**config.mk**
```make
export PLATFORM = sky130hd
export DESIGN_NAME = fft_8_stream_ctrl
export DESIGN_NICKNAME = d
export VERILOG_FILES = /design/src/rtl/fft_8_stream_ctrl.sv
export SDC_FILE = /design/constraint.sdc
export NUM_CORES = 2
export LEC_CHECK = 0
export ABC_AREA = 1
export CAP_MARGIN = 20
export CORE_MARGIN = 4
export CORE_UTILIZATION = 50
export CTS_CLUSTER_SIZE = 30
export DETAILED_ROUTE_END_ITERATION = 8
export GPL_TIMING_DRIVEN = 0
export PLACE_DENSITY = 0.66
export SLEW_MARGIN = 5
export SYNTH_ARGS = -nofsm -noshare
export SYNTH_HDL_FRONTEND = slang
export SYNTH_SLANG_ARGS = --single-unit
```
**constraint.sdc**
```tcl
create_clock -name clk -period 17.7 [get_ports clk]
set_input_delay 3.54 -clock clk [delete_from_list [all_inputs] [get_ports clk]]
set_output_delay 3.54 -clock clk [all_outputs]
set_load 0.05 [all_outputs]
```
**src/rtl/fft_8_stream_ctrl.sv**
```systemverilog
// Serial valid/ready sequencer around a combinational 8-point FFT core.
// fft_8: radix-2 DIF, wrapping two's-complement arithmetic, no scaling.

module fft_8 #(
    parameter int unsigned N = 4
) (
    input  logic [8*(2**N)-1:0] in_r,
    input  logic [8*(2**N)-1:0] in_i,
    output logic [8*(2**N)-1:0] out_r,
    output logic [8*(2**N)-1:0] out_i
);
    localparam int unsigned W = 2**N;

    // Odd twiddles scale by 181/256 ~ 1/sqrt(2), floor-truncated.
    function automatic logic signed [W-1:0] mulc(input logic signed [W-1:0] v);
        logic signed [W+8:0] vx;
        logic signed [W+8:0] kc;
        logic signed [W+8:0] p;
        vx = (W+9)'(v);
        kc = (W+9)'(181);
        p  = vx * kc;
        return p[W+7:8];
    endfunction

    function automatic logic [2:0] rev3(input logic [2:0] k);
        return {k[0], k[1], k[2]};
    endfunction

    logic signed [W-1:0] xr [8];
    logic signed [W-1:0] xi [8];
    logic signed [W-1:0] dr [4];
    logic signed [W-1:0] di [4];
    logic signed [W-1:0] s1r [8];
    logic signed [W-1:0] s1i [8];
    logic signed [W-1:0] s2r [8];
    logic signed [W-1:0] s2i [8];
    logic signed [W-1:0] s3r [8];
    logic signed [W-1:0] s3i [8];

    always_comb begin
        for (int k = 0; k < 8; k++) begin
            xr[k] = in_r[k*W +: W];
            xi[k] = in_i[k*W +: W];
        end
        for (int n = 0; n < 4; n++) begin
            s1r[n] = xr[n] + xr[n+4];
            s1i[n] = xi[n] + xi[n+4];
            dr[n]  = xr[n] - xr[n+4];
            di[n]  = xi[n] - xi[n+4];
        end
        s1r[4] = dr[0];
        s1i[4] = di[0];
        s1r[5] = mulc(dr[1] + di[1]);
        s1i[5] = mulc(di[1] - dr[1]);
        s1r[6] = di[2];
        s1i[6] = -dr[2];
        s1r[7] = mulc(di[3] - dr[3]);
        s1i[7] = mulc(-dr[3] - di[3]);
        for (int h = 0; h < 8; h += 4) begin
            s2r[h]   = s1r[h] + s1r[h+2];
            s2i[h]   = s1i[h] + s1i[h+2];
            s2r[h+1] = s1r[h+1] + s1r[h+3];
            s2i[h+1] = s1i[h+1] + s1i[h+3];
            s2r[h+2] = s1r[h] - s1r[h+2];
            s2i[h+2] = s1i[h] - s1i[h+2];
            s2r[h+3] = s1i[h+1] - s1i[h+3];
            s2i[h+3] = s1r[h+3] - s1r[h+1];
        end
        for (int m = 0; m < 8; m += 2) begin
            s3r[m]   = s2r[m] + s2r[m+1];
            s3i[m]   = s2i[m] + s2i[m+1];
            s3r[m+1] = s2r[m] - s2r[m+1];
            s3i[m+1] = s2i[m] - s2i[m+1];
        end
        // DIF leaves bins in bit-reversed order.
        for (int k = 0; k < 8; k++) begin
            out_r[k*W +: W] = s3r[rev3(3'(k))];
            out_i[k*W +: W] = s3i[rev3(3'(k))];
        end
    end
endmodule

module fft_8_stream_ctrl #(
    parameter int unsigned N = 4
) (
    input  logic            clk,
    input  logic            rst_n,
    input  logic            in_valid,
    output logic            in_ready,
    input  logic [2**N-1:0] in_r,
    input  logic [2**N-1:0] in_i,
    output logic            out_valid,
    input  logic            out_ready,
    output logic [2**N-1:0] out_r,
    output logic [2**N-1:0] out_i,
    output logic [2:0]      out_idx,
    output logic            out_last,
    output logic            busy,
    output logic [15:0]     frame_cnt
);
    localparam int unsigned W = 2**N;

    typedef enum logic [1:0] {StLoad, StCompute, StUnload} state_e;

    state_e         state_q;
    logic [2:0]     load_cnt_q;
    logic [2:0]     unload_cnt_q;
    logic [15:0]    frame_cnt_q;
    logic [15:0]    frame_cnt_d;
    logic [W-1:0]   buf_r_q [8];
    logic [W-1:0]   buf_i_q [8];
    logic [W-1:0]   res_r_q [8];
    logic [W-1:0]   res_i_q [8];
    logic [8*W-1:0] core_in_r;
    logic [8*W-1:0] core_in_i;
    logic [8*W-1:0] core_out_r;
    logic [8*W-1:0] core_out_i;

    always_comb begin
        for (int k = 0; k < 8; k++) begin
            core_in_r[k*W +: W] = buf_r_q[k];
            core_in_i[k*W +: W] = buf_i_q[k];
        end
    end

    fft_8 #(
        .N(N)
    ) u_core (
        .in_r (core_in_r),
        .in_i (core_in_i),
        .out_r(core_out_r),
        .out_i(core_out_i)
    );

    always_comb begin
        frame_cnt_d = frame_cnt_q;
        if (state_q == StUnload && out_ready && unload_cnt_q == 3'd7) begin
            frame_cnt_d = frame_cnt_q + 16'd1;
        end
    end

    always_ff @(posedge clk) begin
        if (!rst_n) begin
            state_q      <= StLoad;
            load_cnt_q   <= 3'd0;
            unload_cnt_q <= 3'd0;
            frame_cnt_q  <= 16'd0;
            for (int k = 0; k < 8; k++) begin
                buf_r_q[k] <= '0;
                buf_i_q[k] <= '0;
                res_r_q[k] <= '0;
                res_i_q[k] <= '0;
            end
        end else begin
            frame_cnt_q <= frame_cnt_d;
            unique case (state_q)
                StLoad: begin
                    if (in_valid) begin
                        buf_r_q[load_cnt_q] <= in_r;
                        buf_i_q[load_cnt_q] <= in_i;
                        load_cnt_q          <= load_cnt_q + 3'd1;
                        if (load_cnt_q == 3'd7) begin
                            state_q <= StCompute;
                        end
                    end
                end
                StCompute: begin
                    for (int k = 0; k < 8; k++) begin
                        res_r_q[k] <= core_out_r[k*W +: W];
                        res_i_q[k] <= core_out_i[k*W +: W];
                    end
                    unload_cnt_q <= 3'd0;
                    state_q      <= StUnload;
                end
                StUnload: begin
                    if (out_ready) begin
                        unload_cnt_q <= unload_cnt_q + 3'd1;
                        if (unload_cnt_q == 3'd7) begin
                            state_q <= StLoad;
                        end
                    end
                end
                default: state_q <= StLoad;
            endcase
        end
    end

    assign in_ready  = (state_q == StLoad);
    assign out_valid = (state_q == StUnload);
    assign busy      = (state_q != StLoad);
    assign out_idx   = unload_cnt_q;
    assign out_last  = (state_q == StUnload) && (unload_cnt_q == 3'd7);
    assign out_r     = res_r_q[unload_cnt_q];
    assign out_i     = res_i_q[unload_cnt_q];
    assign frame_cnt = frame_cnt_q;
endmodule

```
==> results_tabular.tex <==
\begin{tabular}{lr}
\hline
Metric & Value \\
\hline
\multicolumn{2}{l}{\textbf{STA}} \\
Max Transition Viols Final & 0 \\
Transition at the pin with the smallest max-transition slack & 1.24 ns \\
Maximum operating frequency & 78.9 MHz \\
Final setup violating endpoints & 0 \\
Min Tclk post-route & 12.68 ns \\
Post-route fraction of the period consumed by the critical path & 0.716 \\
Slew HR & 0.173 \\
Aggregate negative setup slack & 0 ns \\
Number of hold-slack violations in the final timing report & 0 \\
Largest clock skew in the final design & 0.0332 ns \\
Unrepaired setup endpoints after global routing & false \\
\multicolumn{2}{l}{\textbf{Synthesis}} \\
Cell variety after synth & 64 \\
Mapped cell area & 65900 um2 \\
Sequential fraction of the synthesis area & 0.240 \\
Mapped Cells & 8508 \\
Number of warnings reported in the yosys synthesis log & 0 \\
Syn Nets & 9819 \\
Flip-flop and latch count after synthesis & 535 \\
Avg Synthesized Cell Area & 7.74 um2 \\
\multicolumn{2}{l}{\textbf{Drt}} \\
Met3 WL post-DR & 17.3 mm \\
Met2 WL post-DR & 101 mm \\
Total vias in the final route & 57.7k \\
Routed metal-1 wirelength & 96.2 mm \\
Vias per cell & 5.51 \\
Number of violations reported at the end of detailed-routing iteration 0 & 5541 \\
DRC violation count after routing & 0 \\
Uppermost signal routing layer after detailed routing & met4 \\
Number of nets with antenna violations after routing & 0 \\
First-pass iteration count of the detailed router & 6 \\
Average wire per standard cell & 21.8 um \\
Post-detailed-routing wire length & 228 mm \\
\multicolumn{2}{l}{\textbf{Clock tree}} \\
Buffers inserted by post-CTS timing repair & 0 \\
CTS H-tree depth & 3 \\
Clock network latency to the later pin of the worst-skew pair & 0.69 ns \\
Resized cells post-CTS & 0 \\
Sinks on Clock Net & 535 \\
Post-CTS Hold Buffers & 0 \\
Total clock buffers created by CTS & 66 \\
Root Driver & clkbuf\_16 \\
Clk slew on worst S/H paths & 0.06 ns \\
Buffer depth of the longest clock path & 3 \\
Clock tree from TritonCTS & yes \\
\multicolumn{2}{l}{\textbf{Worst hold path}} \\
Type of the tightest min-delay check & reg -> reg \\
End of the worst hold path & frame\_cnt[15] \\
Number of cells on the worst hold path & 2 \\
Start point of the worst hold path & frame\_cnt[15] \\
\multicolumn{2}{l}{\textbf{Finish}} \\
FF/Latch Area & 15800 um2 \\
Commonest cells after routing, fill and taps aside & 1704 x inv\_1, 1063 x ha\_1, 923 x nand2\_1, 913 x nor2\_1, 875 x a21oi\_1 \\
Most frequent standard cell in the layout excluding fill and tap cells & inv\_1 \\
Area used by multi-input combinational logic & 42800 um2 \\
Fraction of final layout cells with drive strength greater than 1 & 0.0332 \\
Layout area overhead & 8.51\% \\
\# fillers & 12.4k \\
Post-layout nets & 9990 \\
\multicolumn{2}{l}{\textbf{Die}} \\
Number of top-level pins & 91 \\
Vertical die dimension & 371 um \\
Floorplan die area & 138000 um2 \\
Die width & 371 um \\
Starting density of the core & 0.506 \\
Placeable core region & 130000 um2 \\
Site Rows & 132 \\
\multicolumn{2}{l}{\textbf{Worst setup path}} \\
Critical path launch point type & flip-flop \\
Setup slack, reg-to-reg & 5.02 ns \\
Max Fanout on Critical Path & 7 \\
FF-to-FF End & res\_i\_q[7][15] \\
Required time worst endpoint & 18.13 ns \\
Cell with the largest stage delay on the worst path & xor2\_1 \\
Most frequent cell on the critical path & inv\_1 \\
Type of the worst setup path & reg -> reg \\
CP Data Arrival Time & 13.11 ns \\
Gate family responsible for the most delay along the worst path & adder cells \\
Largest stage delay on the critical path & 0.74 ns \\
Buf/Inv on CP & 12 \\
Depth of the worst register-to-register path & 55 \\
Critical path endpoint category & flip-flop \\
Crit Reg-Reg Startpoint & buf\_i\_q[5][0] \\
\multicolumn{2}{l}{\textbf{Place}} \\
Hpwl dp & 195 mm \\
Buffers on Ports & 89 \\
Gp weighted congestion & 1.07 \\
\multicolumn{2}{l}{\textbf{Global route}} \\
All-layer global routing usage & 0.325 \\
Number of global-route vias before repair & 54.1k \\
Initial antenna violation count & 1 \\
First-pass GRT wire length & 334 mm \\
Largest net degree at the start of global routing & 68 \\
Congestion Overflow GR & 0 \\
\multicolumn{2}{l}{\textbf{Job}} \\
Max cap viols & 0 \\
\multicolumn{2}{l}{\textbf{Run status}} \\
Run status & finished, final reports clean \\
\hline
\end{tabular}
==> kinds of logic (layout without fill, tap and decap cells) <==
family / Yosys count / after routing / share of synthesized area
buffers and inverters: 1929 / 2153 / 0.111
adder cells (fa/ha/maj): 1275 / 1275 / 0.266
XOR/XNOR: 546 / 546 / 0.0726
AO/OA/AOI/OAI: 1920 / 1920 / 0.165
other: 0 / 1 / 0
AND/OR/NAND/NOR: 2303 / 2303 / 0.145
flip-flops: 535 / 535 / 0.240
==> tightest hold or removal path, cell delays in order (launching register included) <==
cell     delay (ns)
dfxtp_1        0.31
inv_1          0.06
a21oi_1        0.05
==> metrics by stage <==
step / instances / hold WS (ns) / setup slack, ns / utilization / area, um2
2_1_floorplan: 8508 / 0.477 / 7.57 / - / 65900
4_1_cts: 10500 / 0.469 / 5.10 / 0.549 / 71500
3_3_place_gp: 10300 / 0.456 / 3.65 / 0.530 / 68900
3_5_place_dp: 10400 / 0.458 / 5.12 / 0.532 / 69200
6_report: 10500 / 0.469 / 5.02 / 0.549 / 71500
5_1_grt: 10500 / 0.520 / 4.28 / 0.549 / 71500
==> sequential cells by signal (all words and copies together) (netlist names), named ones only <==
name / cells
buf_i_q: 128
out_idx: 3
load_cnt_q: 3
buf_r_q: 128
state_q: 2
res_r_q: 126
frame_cnt: 16
res_i_q: 126
==> Yosys cell counts, drive strengths merged <==
cell type	n	share of area
a2111oi	1	0.00013
a211oi	20	0.0023
a21boi	23	0.0027
a21o	28	0.0032
a21oi	876	0.067
a221oi	33	0.0045
a22oi	9	0.0011
a31o	2	0.00027
a31oi	84	0.0081
a32o	2	0.00030
a41oi	1	0.00013
and2	9	0.00085
buf	62	0.0047
clkbuf	135	0.0078
clkinv	3	0.00017
dfxtp	27	0.0082
edfxtp	508	0.23
fa	212	0.064
ha	1063	0.20
inv	1729	0.099
nand2	965	0.057
nand3	251	0.020
nand3b	9	0.0012
nand4	23	0.0022
nor2	914	0.052
nor3	91	0.0071
nor3b	2	0.00023
nor4	25	0.0025
o2111ai	9	0.0012
o211ai	9	0.0010
o21a	71	0.0081
o21ai	536	0.041
o21bai	128	0.015
o221ai	12	0.0016
o22ai	32	0.0030
o311ai	2	0.00027
o31a	1	0.00013
o31ai	41	0.0051
or2	14	0.0013
xnor2	49	0.0065
xor2	497	0.066
==> routing by layer <==
metal / global-route usage / up-vias
met5: 0 / -
met4: 0.163 / 0
met3: 0.0535 / 439
met2: 0.520 / 2154
met1: 0.426 / 27100
li1: - / 28100
==> how the worst max path moves through the flow <==
stage                        startpoint              to  slack, ns  cells after the start
after floorplan                   rst_n   res_i_q[0][0]       7.57                      3
after global routing      buf_i_q[5][0]  res_i_q[7][15]       4.28                     55
after global placement            rst_n  res_i_q[6][14]       3.65                      3
after detailed placement  buf_i_q[5][0]  res_i_q[3][15]       5.12                     55
final                     buf_i_q[5][0]  res_i_q[7][15]       5.02                     55
after CTS                 buf_i_q[5][0]  res_i_q[7][15]       5.10                     55
==> final cells by class <==
| class | count | share of cell area |
|---|---|---|
| clock buffers | 79 | 0.0251 |
| inverters | 1732 | 0.0910 |
| well taps | 1742 | 0.0305 |
| flip-flops and latches | 535 | 0.221 |
| plain buffers | 197 | 0.0115 |
| multi-input cells | 6044 | 0.598 |
| repair buffers | 103 | 0.0162 |
| clock inverters | 42 | 0.00628 |
| diodes | 1 | 0.0000350 |
Power is not shown: default switching activity piles up to over one toggle a cycle in this logic, so the estimate is an artifact.
